<file path="config.mk">
export PLATFORM = sky130hd
export DESIGN_NAME = jtframe_censched_flat
export DESIGN_NICKNAME = d
export VERILOG_FILES = /design/src/rtl/jtframe_censched_pkg.sv /design/src/rtl/jtframe_censched_if.sv /design/src/rtl/jtframe_censched_ch.sv /design/src/rtl/jtframe_censched.sv /design/src/flat_wrapper.sv
export SDC_FILE = /design/constraint.sdc
export NUM_CORES = 1
export LEC_CHECK = 0
export BUFFER_PORTS_ARGS = -buffer_cell sky130_fd_sc_hd__buf_2
export CAP_MARGIN = 20
export CELL_PAD_IN_SITES_DETAIL_PLACEMENT = 0
export CELL_PAD_IN_SITES_GLOBAL_PLACEMENT = 1
export CORE_MARGIN = 4
export CORE_UTILIZATION = 50
export DETAILED_ROUTE_END_ITERATION = 16
export PLACE_DENSITY = 0.88
export REMOVE_ABC_BUFFERS = 1
export SYNTH_ARGS = -nofsm -noshare
export SYNTH_HDL_FRONTEND = slang
export SYNTH_HIERARCHICAL = 1
export SYNTH_SLANG_ARGS = --single-unit
</file>
<file path="constraint.sdc">
create_clock -name clk -period 5.5 [get_ports clk]
set_input_delay 0.55 -clock clk [delete_from_list [all_inputs] [get_ports clk]]
set_output_delay 0.55 -clock clk [all_outputs]
set_load 0.02 [all_outputs]
</file>
<file path="src/rtl/jtframe_censched_pkg.sv">
// Shared types and helpers for the clock-enable scheduler.
// Holds the pause state machine encoding, reset divider and channel index width.
package jtframe_cen_pkg;

    typedef enum logic [1:0] {
        RUN,
        DRAIN,
        PAUSED
    } cen_st_t;

    localparam int DIV0_DEF = 2;

    // A single-channel build still needs a one-bit channel select.
    function automatic int ch_w(input int n);
        return (n > 1) ? $clog2(n) : 1;
    endfunction

endpackage

</file>
<file path="src/rtl/jtframe_censched_if.sv">
// Bus between the master cen source/config host and the scheduler.
// The master drives enables, config and pause requests; the slave returns strobes and status.
interface jtframe_censched_if import jtframe_cen_pkg::*; #(
    parameter int N  = 4,
    parameter int DW = 8
) ();

    logic                 cen_in;
    logic                 cfg_we;
    logic [ch_w(N)-1:0]   cfg_ch;
    logic [DW-1:0]        cfg_div;
    logic [DW-1:0]        cfg_phase;
    logic [N-1:0]         cfg_pend;
    logic                 sync;
    logic                 pause_req;
    logic                 pause_ack;
    logic [N-1:0]         cen_out;

    modport master (
        output cen_in, cfg_we, cfg_ch, cfg_div, cfg_phase, sync, pause_req,
        input  cfg_pend, pause_ack, cen_out
    );

    modport slave (
        input  cen_in, cfg_we, cfg_ch, cfg_div, cfg_phase, sync, pause_req,
        output cfg_pend, pause_ack, cen_out
    );

endinterface

</file>
<file path="src/rtl/jtframe_censched_ch.sv">
// One scheduler channel: divider counter, shadowed divide ratio, resync load and strobe.
// New ratios only take effect at a wrap (or immediately when disabled) to avoid runt periods.
module jtframe_censched_ch import jtframe_cen_pkg::*; #(
    parameter int DW   = 8,
    parameter int DIV0 = DIV0_DEF
) (
    input  logic          clk,
    input  logic          rst_n,
    input  logic          cen_i,
    input  logic          active_i,
    input  logic          resync_i,
    input  logic          we_i,
    input  logic [DW-1:0] div_i,
    input  logic [DW-1:0] phase_i,
    output logic          pulse_o,
    output logic          pend_o,
    output logic          div_zero_o
);

    logic [DW-1:0] cnt_q, cnt_d;
    logic [DW-1:0] div_q, div_d;
    logic [DW-1:0] phase_q;
    logic [DW-1:0] pdiv_q;
    logic          pend_q;
    logic          div_zero;
    logic          at_wrap;
    logic          apply;

    assign div_zero = (div_q == '0);
    assign at_wrap  = !div_zero && (cnt_q == div_q - DW'(1));
    // A disabled channel never wraps, so it takes new config on any cen.
    assign apply    = cen_i && pend_q && (div_zero || (active_i && at_wrap));
    assign div_d    = apply ? pdiv_q : div_q;

    assign pulse_o    = cen_i && active_i && at_wrap && !resync_i;
    assign pend_o     = pend_q;
    assign div_zero_o = div_zero;

    always_comb begin
        cnt_d = cnt_q;
        if (cen_i) begin
            if (resync_i) begin
                cnt_d = (phase_q < div_d) ? phase_q : '0;
            end else if (apply) begin
                cnt_d = '0;
            end else if (active_i && !div_zero) begin
                cnt_d = at_wrap ? '0 : cnt_q + DW'(1);
            end
        end
    end

    // A write coinciding with an apply keeps the new value pending.
    always_ff @(posedge clk or negedge rst_n) begin
        if (!rst_n) begin
            cnt_q   <= '0;
            div_q   <= DW'(DIV0);
            phase_q <= '0;
            pdiv_q  <= DW'(DIV0);
            pend_q  <= 1'b0;
        end else begin
            cnt_q <= cnt_d;
            div_q <= div_d;
            if (we_i) begin
                pdiv_q  <= div_i;
                phase_q <= phase_i;
                pend_q  <= 1'b1;
            end else if (apply) begin
                pend_q <= 1'b0;
            end
        end
    end

endmodule

</file>
<file path="src/rtl/jtframe_censched.sv">
// Clock-enable scheduler top: N divided strobes from one master cen, with
// resync alignment and a pause handshake that freezes on a channel-0 boundary.
module jtframe_censched import jtframe_cen_pkg::*; #(
    parameter int N    = 4,
    parameter int DW   = 8,
    parameter int DIV0 = DIV0_DEF
) (
    input  logic               clk,
    input  logic               rst_n,
    jtframe_censched_if.slave  bus
);

    localparam int           CHW        = ch_w(N);
    localparam logic [N-1:0] DRAIN_MASK = N'(1);

    cen_st_t      state_q;
    logic         sync_pend_q;
    logic         pause_ack_q;
    logic         active;
    logic         resync;
    logic         drain_hit;
    logic [N-1:0] pulse;
    logic [N-1:0] pend;
    logic [N-1:0] div_zero;

    assign active = (state_q != PAUSED);
    assign resync = bus.cen_in && (sync_pend_q || bus.sync);

    genvar i;
    generate
        for (i = 0; i < N; i++) begin : g_ch
            jtframe_censched_ch #(
                .DW   (DW),
                .DIV0 (DIV0)
            ) u_ch (
                .clk        (clk),
                .rst_n      (rst_n),
                .cen_i      (bus.cen_in),
                .active_i   (active),
                .resync_i   (resync),
                .we_i       (bus.cfg_we && (bus.cfg_ch == CHW'(i))),
                .div_i      (bus.cfg_div),
                .phase_i    (bus.cfg_phase),
                .pulse_o    (pulse[i]),
                .pend_o     (pend[i]),
                .div_zero_o (div_zero[i])
            );
        end
    endgenerate

    // Channel 0 paces the drain: freeze on its strobe, or at once if it is disabled.
    assign drain_hit = bus.cen_in && (|((pulse | div_zero) & DRAIN_MASK));

    assign bus.cen_out   = pulse;
    assign bus.cfg_pend  = pend;
    assign bus.pause_ack = pause_ack_q;

    always_ff @(posedge clk or negedge rst_n) begin
        if (!rst_n) begin
            sync_pend_q <= 1'b0;
        end else if (bus.cen_in) begin
            sync_pend_q <= 1'b0;
        end else if (bus.sync) begin
            sync_pend_q <= 1'b1;
        end
    end

    always_ff @(posedge clk or negedge rst_n) begin
        if (!rst_n) begin
            state_q     <= RUN;
            pause_ack_q <= 1'b0;
        end else begin
            unique case (state_q)
                RUN: begin
                    if (bus.pause_req) state_q <= DRAIN;
                end
                DRAIN: begin
                    if (!bus.pause_req) begin
                        state_q <= RUN;
                    end else if (drain_hit) begin
                        state_q     <= PAUSED;
                        pause_ack_q <= 1'b1;
                    end
                end
                PAUSED: begin
                    if (!bus.pause_req) begin
                        state_q     <= RUN;
                        pause_ack_q <= 1'b0;
                    end
                end
                default: begin
                    state_q     <= RUN;
                    pause_ack_q <= 1'b0;
                end
            endcase
        end
    end

endmodule

</file>
<file path="src/flat_wrapper.sv">
// flat-port wrapper written by rule: the top's interface ports become plain ports
module jtframe_censched_flat import jtframe_cen_pkg::*;
#(
    parameter int N    = 4,
    parameter int DW   = 8,
    parameter int DIV0 = DIV0_DEF
)
  (clk, rst_n, bus_cen_in, bus_cfg_we, bus_cfg_ch, bus_cfg_div, bus_cfg_phase, bus_sync, bus_pause_req, bus_cfg_pend, bus_pause_ack, bus_cen_out);
  jtframe_censched_if #(.N(N), .DW(DW)) bus_i ();
  input  logic clk;
  input  logic rst_n;
  input wire logic [$bits(bus_i.cen_in)-1:0] bus_cen_in;
  input wire logic [$bits(bus_i.cfg_we)-1:0] bus_cfg_we;
  input wire logic [$bits(bus_i.cfg_ch)-1:0] bus_cfg_ch;
  input wire logic [$bits(bus_i.cfg_div)-1:0] bus_cfg_div;
  input wire logic [$bits(bus_i.cfg_phase)-1:0] bus_cfg_phase;
  input wire logic [$bits(bus_i.sync)-1:0] bus_sync;
  input wire logic [$bits(bus_i.pause_req)-1:0] bus_pause_req;
  output wire logic [$bits(bus_i.cfg_pend)-1:0] bus_cfg_pend;
  output wire logic [$bits(bus_i.pause_ack)-1:0] bus_pause_ack;
  output wire logic [$bits(bus_i.cen_out)-1:0] bus_cen_out;
  assign bus_i.cen_in = bus_cen_in;
  assign bus_i.cfg_we = bus_cfg_we;
  assign bus_i.cfg_ch = bus_cfg_ch;
  assign bus_i.cfg_div = bus_cfg_div;
  assign bus_i.cfg_phase = bus_cfg_phase;
  assign bus_i.sync = bus_sync;
  assign bus_i.pause_req = bus_pause_req;
  assign bus_cfg_pend = bus_i.cfg_pend;
  assign bus_pause_ack = bus_i.pause_ack;
  assign bus_cen_out = bus_i.cen_out;
  jtframe_censched #(.N(N), .DW(DW), .DIV0(DIV0)) u_core (.clk(clk), .rst_n(rst_n), .bus(bus_i));
endmodule
</file>
==> out/results.tsv, run 1 <==
stage	metric	value	unit
setup_path	Worst path slowest cell	sky130_fd_sc_hd__a21o_1	
setup_path	CP Depth	17	
pwr	post-layout power	5.04	mW
cts	clock insertion delay at the later pin of the skew report	0.42	ns
cts	CTS-repair resized insts	0	
floorplanning	number of rows created at floorplan	47	
global_route	first-pass GRT wire length	34400	um
sta	worst-case hold slack	0.154	ns
cts	setup repair bufs after CTS	0	
global_route	number of antenna violations at the first check in global routing	2	
setup_path	capturing element of the worst setup path	u_core/g_ch[0].u_ch/cnt_q[4]	
routing	DRC violation total after the first TritonRoute iteration	512	
sta	number of max-slew violations in the final report	0	
sta	setup repair after global routing missed its margin	false	
setup_path	end of the worst register-to-register path	u_core/g_ch[0].u_ch/cnt_q[4]	
synth	cell area after technology mapping	0.00843	mm^2
global_route	pin count of the biggest net entering global routing	71	
floorplanning	die outline width	138	um
setup_path	worst reg2reg path startpoint	u_core/g_ch[0].u_ch/div_q[0]	
setup_path	cells traversed along the worst timing path	inv_1 > ha_1 > or3b_1 > mux2_4 > o22ai_2 > o221ai_2 > a21o_1 > mux2_2 > inv_1 > ha_1 > a21o_1 > a21oi_1 > o22ai_1 > nor3_1 > nand3b_1 > o2bb2ai_4 > a221o_1	
outcome	run status	complete, no violations	
routing	Residual DRC	0	
placement	placed wire-length estimate after detailed placement	15600	um
sta	Hold Violations, Final	0	
sta	final number of setup-violating endpoints	0	
placement	cell total after placement	1017	
routing	post-DR wirelength/cell	20.2	um
sta	final critical-path required period	4.74	ns
finish	share of cells above drive strength 1	24.4	%
routing	number of detailed-route iterations in the first pass	5	
pwr	P per Cell Area	536	mW/mm^2
setup_path	type of element launching the critical path	flip-flop	
synth	total number of yosys warnings	6	
cts	CTS tree	done	
setup_path	worst path required time	5.85	ns
global_route	aggregate global routing overflow	0	
setup_path	longest individual stage delay on the worst path	0.50	ns
floorplanning	Die Ht	138	um
pwr	Leakage	3.94	nW
finish	antenna cells	0	
setup_path	launch point of the critical path	u_core/g_ch[0].u_ch/div_q[0]	
setup_path	cell depth of the worst flop-to-flop path	17	
setup_path	start-to-end type of the worst setup path	flip-flop to flip-flop	
setup_path	category of cells accounting for the largest share of critical-path delay	compound AO/OA/AOI/OAI gates	
setup_path	data arrival time of the worst path	5.10	ns
setup_path	maximum fanout count along the critical path	10	
cts	Inserted Clock Buffers	17	
finish	Non-Filler Cell Area, Final	0.00941	mm^2
synth	Avg Synthesized Cell Area	10.7	um^2
placement	Routability Congestion	0.909	
cts	total number of H-tree levels	4	
cts	hold-fix buffers at CTS	0	
run	total of max-cap violations	0	
placement	number of buffers added on ports	32	
floorplanning	initial core utilization	51.0	%
sta	maximum achievable frequency	0.211	GHz
cts	maximum clock insertion buffer count	2	
global_route	Overall Global Routing Usage	23.4	%
cts	clock tree root buffer cell	sky130_fd_sc_hd__clkbuf_16	
floorplanning	number of top-level pins	33	
finish	Net count, final	876	
cts	clock-pin transition on the worst setup and hold timing paths	0.06	ns
synth	post-synthesis cell count	786	
routing	Detailed Route WL	21200	um
routing	vias after detailed routing	6537	
floorplanning	core region area	0.0165	mm^2
setup_path	critical path capture point type	flip-flop	
routing	post-detailed-route count of antenna-violating nets	0	
finish	number of standard cells in the final layout excluding fillers	1049	
setup_path	setup slack on the worst flop-to-flop path	0.76	ns
finish	synth-to-layout area growth	11.7	%
setup_path	buffer and inverter count on the worst path	2	
sta	slew margin rel.	23.9	%
pwr	Max IR drop VDD	0.339	mV
sta	Total Neg Setup Slack	0	ns
sta	Slew @ Worst Pin	1.14	ns
routing	Vias/cell	6.23	
sta	final period utilization	86.2	%
placement	post-placement cell area	0.00877	mm^2
global_route	via count of the first global-routing pass	6595	
sta	Setup Skew	0.0117	ns
worst_hold_path	class of the tightest hold or removal check	input port to asynchronous set/reset pin	
cts	clock sinks	136	
floorplanning	Die Area	0.0190	mm^2
==> report_power, final <==
part / total, mW / leakage, nW / switching (mW) / internal, mW
Clock: 1.25 / 0.307 / 0.430 / 0.817
Sequential: 1.83 / 1.64 / 0.496 / 1.33
Combinational: 1.97 / 2.00 / 1.04 / 0.929
==> sequential cells by signal (all words and copies together) (netlist names) <==
name                      flops
u_core/state_q                2
u_core/bus.pause_ack          1
u_core/sync_pend_q            1
u_core/g_ch.u_ch/cnt_q       32
u_core/g_ch.u_ch/div_q       32
u_core/g_ch.u_ch/pend_o       4
u_core/g_ch.u_ch/phase_q     32
u_core/g_ch.u_ch/pdiv_q      32
==> cells in the final DEF (no fill, tap or decap), types with 7 or more instances in the layout <==
master and instances:
sky130_fd_sc_hd__ha_1 36, sky130_fd_sc_hd__dfrtp_1 128, sky130_fd_sc_hd__o211ai_1 18, sky130_fd_sc_hd__nor3_1 14, sky130_fd_sc_hd__a211oi_1 14, sky130_fd_sc_hd__a21oi_1 16
sky130_fd_sc_hd__xnor2_1 22, sky130_fd_sc_hd__nand4_1 10, sky130_fd_sc_hd__a221o_1 10, sky130_fd_sc_hd__nor4_1 14, sky130_fd_sc_hd__and3_1 19, sky130_fd_sc_hd__clkbuf_16 17
sky130_fd_sc_hd__o21ai_0 36, sky130_fd_sc_hd__dfstp_2 8, sky130_fd_sc_hd__mux2i_1 20, sky130_fd_sc_hd__xor2_1 12, sky130_fd_sc_hd__a32oi_1 12, sky130_fd_sc_hd__buf_2 31
sky130_fd_sc_hd__a21o_1 10, sky130_fd_sc_hd__nand2_1 46, sky130_fd_sc_hd__inv_1 55, sky130_fd_sc_hd__mux2_2 70, sky130_fd_sc_hd__nand3_1 14, sky130_fd_sc_hd__nand2b_1 9
sky130_fd_sc_hd__nor2_1 28, sky130_fd_sc_hd__nor3b_1 8, sky130_fd_sc_hd__nor2b_1 7
==> how the worst min path moves through the flow <==
stage	from	endpoint	slack [ns]	cells past startpoint
5_1_grt	rst_n	u_core/g_ch[1].u_ch/cnt_q[5]	0.20	1
2_1_floorplan	rst_n	u_core/bus.pause_ack	0.25	0
6_report	rst_n	u_core/g_ch[1].u_ch/cnt_q[5]	0.15	1
4_1_cts	rst_n	u_core/g_ch[1].u_ch/div_q[0]	0.17	1
3_3_place_gp	u_core/sync_pend_q	u_core/sync_pend_q	0.46	2
3_5_place_dp	u_core/sync_pend_q	u_core/sync_pend_q	0.49	2
==> per-layer routing <==
layer / track usage (%) / vias to the layer above / routed length (um)
met3: 4.05 / 39 / 1000
met4: 9.33 / 0 / 545
met2: 37.8 / 202 / 10200
li1: - / 3029 / -
met5: 0 / - / 0
met1: 31.4 / 3267 / 9470
==> cell type report <==
cell class / count / area [um^2]
fill: 1350 / 7110
multi-input combinational: 569 / 4670
sequential: 136 / 3410
clock buffer: 21 / 450
tap: 220 / 275
inverter: 55 / 206
timing repair buffer: 37 / 204
clock inverter: 11 / 196
==> per-stage QoR <==
stage / utilization (%) / setup slack, ns
5_1_grt: 57.0 / 0.486
4_1_cts: 57.0 / 0.818
3_3_place_gp: 53.1 / 1.02
3_5_place_dp: 53.1 / 0.860
6_report: 57.0 / 0.759
2_1_floorplan: - / 1.47
Note: power is estimated with default switching activity, not from simulation.
==> run 2, diff against run 1 <==
--- a/config.mk
+++ b/config.mk
@@ -10,9 +10,9 @@
 export CELL_PAD_IN_SITES_DETAIL_PLACEMENT = 0
 export CELL_PAD_IN_SITES_GLOBAL_PLACEMENT = 1
 export CORE_MARGIN = 4
-export CORE_UTILIZATION = 50
+export CORE_UTILIZATION = 40
 export DETAILED_ROUTE_END_ITERATION = 16
-export PLACE_DENSITY = 0.88
+export PLACE_DENSITY = 0.74
 export REMOVE_ABC_BUFFERS = 1
 export SYNTH_ARGS = -nofsm -noshare
 export SYNTH_HDL_FRONTEND = slang
==> out/results.tsv, run 2 (same netlist as run 1, synthesis figures left out) <==
stage	metric	value	unit
outcome	run status	complete, no violations	
floorplanning	number of rows created at floorplan	52	
finish	share of cells above drive strength 1	24.0	%
sta	final number of setup-violating endpoints	0	
pwr	Leakage	3.89	nW
sta	final critical-path required period	4.62	ns
setup_path	critical path capture point type	flip-flop	
finish	number of standard cells in the final layout excluding fillers	1099	
floorplanning	core region area	0.0205	mm^2
sta	Slew @ Worst Pin	0.866	ns
routing	number of detailed-route iterations in the first pass	5	
floorplanning	Die Ht	153	um
sta	number of max-slew violations in the final report	0	
cts	total number of H-tree levels	4	
global_route	first-pass GRT wire length	34100	um
floorplanning	Die Area	0.0235	mm^2
pwr	P per Cell Area	513	mW/mm^2
sta	slew margin rel.	42.2	%
setup_path	data arrival time of the worst path	4.97	ns
cts	maximum clock insertion buffer count	2	
worst_hold_path	class of the tightest hold or removal check	input port to asynchronous set/reset pin	
sta	setup repair after global routing missed its margin	false	
routing	post-detailed-route count of antenna-violating nets	0	
routing	vias after detailed routing	6328	
cts	clock insertion delay at the later pin of the skew report	0.41	ns
cts	clock-pin transition on the worst setup and hold timing paths	0.06	ns
routing	post-DR wirelength/cell	19.0	um
cts	Inserted Clock Buffers	17	
global_route	aggregate global routing overflow	0	
finish	Net count, final	876	
cts	setup repair bufs after CTS	0	
global_route	pin count of the biggest net entering global routing	83	
routing	Detailed Route WL	20900	um
setup_path	worst reg2reg path startpoint	u_core/g_ch[3].u_ch/div_q[0]	
sta	Setup Skew	0.00665	ns
cts	CTS tree	done	
finish	synth-to-layout area growth	11.2	%
global_route	via count of the first global-routing pass	6284	
setup_path	type of element launching the critical path	flip-flop	
setup_path	worst path required time	5.85	ns
placement	Routability Congestion	0.819	
setup_path	launch point of the critical path	u_core/g_ch[3].u_ch/div_q[0]	
global_route	Overall Global Routing Usage	18.0	%
cts	hold-fix buffers at CTS	0	
routing	Residual DRC	0	
finish	top library cells by usage in the layout, fill and taps aside	128 x sky130_fd_sc_hd__dfrtp_1, 70 x sky130_fd_sc_hd__mux2_2, 55 x sky130_fd_sc_hd__inv_1	
cts	CTS-repair resized insts	0	
sta	Hold Violations, Final	0	
cts	clock sinks	136	
floorplanning	initial core utilization	41.1	%
cts	clock tree root buffer cell	sky130_fd_sc_hd__clkbuf_16	
run	total of max-cap violations	0	
sta	Total Neg Setup Slack	0	ns
sta	final period utilization	84.0	%
placement	number of buffers added on ports	32	
finish	antenna cells	0	
routing	DRC violation total after the first TritonRoute iteration	374	
placement	cell total after placement	1067	
setup_path	maximum fanout count along the critical path	10	
global_route	number of antenna violations at the first check in global routing	0	
finish	most common cell after layout, fill and taps aside	sky130_fd_sc_hd__dfrtp_1	
sta	maximum achievable frequency	0.217	GHz
routing	Vias/cell	5.76	
placement	placed wire-length estimate after detailed placement	15200	um
floorplanning	number of top-level pins	33	
pwr	Max IR drop VDD	0.238	mV
floorplanning	die outline width	153	um
setup_path	start-to-end type of the worst setup path	flip-flop to flip-flop	
==> run 2: final cells by class <==
class,instances,area [um^2]
fillers,1907,11100
clock inverters,8,73.8
inverters,55,206
well taps,270,338
multi-input cells,569,4670
clock buffers,24,462
flip-flops and latches,136,3410
repair buffers,37,204
==> run 2: through the flow <==
step                hold slack, ns  util, %  area, um^2  setup WS, ns  total power [mW]
floorplan                    0.254        -        8280          1.47              3.25
global placement             0.459     43.1        8830         0.976              3.74
detailed placement           0.483     43.1        8830         0.929              3.75
CTS                          0.203     45.7        9370         0.912              4.83
global route                 0.233     45.7        9370         0.498              5.16
finish                       0.166     45.7        9370         0.882              4.80
==> run 2: path summary, 6_finish.rpt <==
kind	endpoint	slack, ns	depth (start not counted)
min	u_core/g_ch[1].u_ch/cnt_q[5]	0.17	1
min reg2reg	u_core/sync_pend_q	0.49	2
max	u_core/g_ch[3].u_ch/cnt_q[6]	0.88	17
min in group clk	u_core/sync_pend_q	0.41	3
max reg2reg	u_core/g_ch[3].u_ch/cnt_q[6]	0.88	17
max in group asynchronous	u_core/g_ch[0].u_ch/phase_q[1]	4.14	2
==> run 2: critical path: stages, from the launching register on <==
cell	delay, ns
sky130_fd_sc_hd__dfrtp_1	0.43
sky130_fd_sc_hd__inv_1	0.10
sky130_fd_sc_hd__ha_1	0.18
sky130_fd_sc_hd__or3b_1	0.48
sky130_fd_sc_hd__mux2_4	0.25
sky130_fd_sc_hd__o22ai_2	0.09
sky130_fd_sc_hd__o221ai_2	0.22
sky130_fd_sc_hd__a21o_1	0.50
sky130_fd_sc_hd__mux2_2	0.41
sky130_fd_sc_hd__inv_1	0.06
sky130_fd_sc_hd__ha_1	0.23
sky130_fd_sc_hd__a21o_1	0.18
sky130_fd_sc_hd__a21oi_1	0.15
sky130_fd_sc_hd__o22ai_1	0.09
sky130_fd_sc_hd__nor3_1	0.47
sky130_fd_sc_hd__nand3b_1	0.23
sky130_fd_sc_hd__o2bb2ai_4	0.29
sky130_fd_sc_hd__a221o_1	0.19
==> run 2: where the power goes <==
part           internal, mW  switching [mW]
combinational         0.926            1.01
clock                 0.631           0.421
sequential             1.33           0.487
==> run 2: layer usage <==
metal  track usage, %  share of wire (%)  vias up
met2             28.3                 46      153
li1                 -                  -     3018
met5                0                  0        -
met3             3.68                4.1       23
met1             25.4                 48     3134
met4             4.92                1.6        0
==> run 3, diff against run 2 <==
--- a/config.mk
+++ b/config.mk
@@ -5,6 +5,7 @@
 export SDC_FILE = /design/constraint.sdc
 export NUM_CORES = 1
 export LEC_CHECK = 0
+export ABC_AREA = 1
 export BUFFER_PORTS_ARGS = -buffer_cell sky130_fd_sc_hd__buf_2
 export CAP_MARGIN = 20
 export CELL_PAD_IN_SITES_DETAIL_PLACEMENT = 0
@@ -12,7 +13,7 @@
 export CORE_MARGIN = 4
 export CORE_UTILIZATION = 40
 export DETAILED_ROUTE_END_ITERATION = 16
-export PLACE_DENSITY = 0.74
+export PLACE_DENSITY = 0.82
 export REMOVE_ABC_BUFFERS = 1
 export SYNTH_ARGS = -nofsm -noshare
 export SYNTH_HDL_FRONTEND = slang
==> constraint.sdc (replaced) <==
create_clock -name clk -period 4.1 [get_ports clk]
set_input_delay 0.41 -clock clk [delete_from_list [all_inputs] [get_ports clk]]
set_output_delay 0.41 -clock clk [all_outputs]
set_load 0.02 [all_outputs]
==> out/results.tsv, run 3 <==
stage	metric	value	unit
outcome	run status	complete, no violations	
routing	DRC violation total after the first TritonRoute iteration	454	
placement	worst slack, placed	0.853	ns
finish	number of standard cells in the final layout excluding fillers	1557	
global_route	aggregate global routing overflow	0	
floorplanning	number of top-level pins	33	
setup_path	cells traversed along the worst timing path	inv_1 > ha_1 > nand2_2 > nor2_1 > nand2_2 > nand4_1 > nor2_1 > nand4_2 > nand2_2 > nand2_4 > o21ai_0 > inv_1 > ha_1 > a21oi_1 > nor2_1 > a211oi_1 > buf_4 > nand3_1 > a21oi_2	
global_route	number of antenna violations at the first check in global routing	0	
sta	number of max-slew violations in the final report	0	
setup_path	data arrival time of the worst path	3.59	ns
global_route	first-pass GRT wire length	36300	um
cts	CTS-repair resized insts	0	
cts	total number of H-tree levels	4	
placement	cell total after placement	1525	
pwr	P per Cell Area	492	mW/mm^2
routing	post-detailed-route count of antenna-violating nets	0	
sta	slew margin rel.	40.4	%
routing	post-DR wirelength/cell	14.2	um
cts	clock tree root buffer cell	sky130_fd_sc_hd__clkbuf_16	
synth	Avg Synthesized Cell Area	7.11	um^2
finish	antenna cells	0	
global_route	Overall Global Routing Usage	18.6	%
finish	filler cell count in the final layout	2158	
finish	synth-to-layout area growth	13.0	%
worst_hold_path	class of the tightest hold or removal check	input port to asynchronous set/reset pin	
setup_path	start-to-end type of the worst setup path	flip-flop to flip-flop	
routing	Residual DRC	0	
synth	post-synthesis cell count	1229	
sta	setup repair after global routing missed its margin	false	
floorplanning	Die Ht	156	um
setup_path	buffer and inverter count on the worst path	3	
cts	CTS tree	done	
routing	Detailed Route WL	22100	um
sta	Slew @ Worst Pin	0.893	ns
sta	Hold Violations, Final	0	
finish	share of cells above drive strength 1	14.8	%
finish	Net count, final	1329	
cts	clock sinks	136	
placement	placed wire-length estimate after detailed placement	16700	um
pwr	Leakage	5.19	nW
sta	final period utilization	79.0	%
sta	maximum achievable frequency	0.309	GHz
finish	Non-Filler Cell Area, Final	0.00987	mm^2
cts	hold-fix buffers at CTS	0	
setup_path	category of cells accounting for the largest share of critical-path delay	simple AND/OR/NAND/NOR gates	
cts	clock insertion delay at the later pin of the skew report	0.42	ns
sta	Setup Skew	0.0102	ns
routing	Vias/cell	4.86	
placement	post-placement cell area	0.00927	mm^2
floorplanning	die outline width	156	um
sta	worst-case hold slack	0.0756	ns
routing	vias after detailed routing	7561	
finish	top library cells by usage in the layout, fill and taps aside	394 x sky130_fd_sc_hd__nand2_1, 174 x sky130_fd_sc_hd__inv_1, 128 x sky130_fd_sc_hd__dfrtp_1	
floorplanning	Die Area	0.0243	mm^2
setup_path	worst path required time	4.45	ns
setup_path	longest individual stage delay on the worst path	0.56	ns
routing	number of detailed-route iterations in the first pass	5	
placement	number of buffers added on ports	32	
sta	worst setup margin	0.859	ns
global_route	via count of the first global-routing pass	7264	
floorplanning	initial core utilization	41.1	%
sta	final number of setup-violating endpoints	0	
run	total of max-cap violations	0	
synth	total number of yosys warnings	6	
floorplanning	core region area	0.0213	mm^2
pwr	Max IR drop VDD	0.213	mV
placement	Routability Congestion	0.848	
sta	Total Neg Setup Slack	0	ns
setup_path	critical path capture point type	flip-flop	
cts	setup repair bufs after CTS	0	
cts	maximum clock insertion buffer count	2	
synth	cell area after technology mapping	0.00874	mm^2
setup_path	type of element launching the critical path	flip-flop	
finish	most common cell after layout, fill and taps aside	sky130_fd_sc_hd__nand2_1	
cts	Inserted Clock Buffers	17	
floorplanning	number of rows created at floorplan	53	
sta	final critical-path required period	3.24	ns
global_route	pin count of the biggest net entering global routing	96	
setup_path	maximum fanout count along the critical path	16	
setup_path	Worst path slowest cell	sky130_fd_sc_hd__dfstp_2	
cts	clock-pin transition on the worst setup and hold timing paths	0.06	ns
-- run 3: cell type report --
class	count	area [um^2]	area share (%)
tap	275	344	3.49
timing repair buffer	45	264	2.67
multi-input combinational	874	4520	45.8
clock buffer	21	480	4.87
inverter	195	732	7.41
clock inverter	11	120	1.22
sequential	136	3410	34.6
-- run 3: final timing paths --
check                      slack, ns                       endpoint                           from  cells past startpoint
hold / removal                  0.08   u_core/g_ch[3].u_ch/div_q[0]                          rst_n                      1
max in group asynchronous       3.09   u_core/g_ch[2].u_ch/div_q[1]                          rst_n                      2
setup / recovery                0.86   u_core/g_ch[3].u_ch/cnt_q[7]   u_core/g_ch[3].u_ch/div_q[1]                     19
setup reg to reg                0.86   u_core/g_ch[3].u_ch/cnt_q[7]   u_core/g_ch[3].u_ch/div_q[1]                     19
min in group clk                0.23             u_core/sync_pend_q                       bus_sync                      3
hold reg to reg                 0.48  u_core/g_ch[2].u_ch/pdiv_q[2]  u_core/g_ch[2].u_ch/pdiv_q[2]                      2
-- run 3: report_power, final --
part / switching, mW / internal (mW)
registers: 0.279 / 1.60
logic: 0.875 / 0.550
clock network: 0.596 / 0.958
total: 1.75 / 3.10
-- run 3: through the flow --
stage               util (%)  power (mW)
finish                  46.4        4.85
global route            46.4        5.20
CTS                     46.4        4.89
detailed placement      43.6        3.32
global placement        43.6        3.30
floorplan                  -        2.91
-- run 3: metal layers --
metal | global-route usage (%) | routed length (um)
met5 | 0 | 0
met4 | 5.50 | 395
met3 | 2.61 | 608
met2 | 29.7 | 10200
met1 | 26.2 | 10900
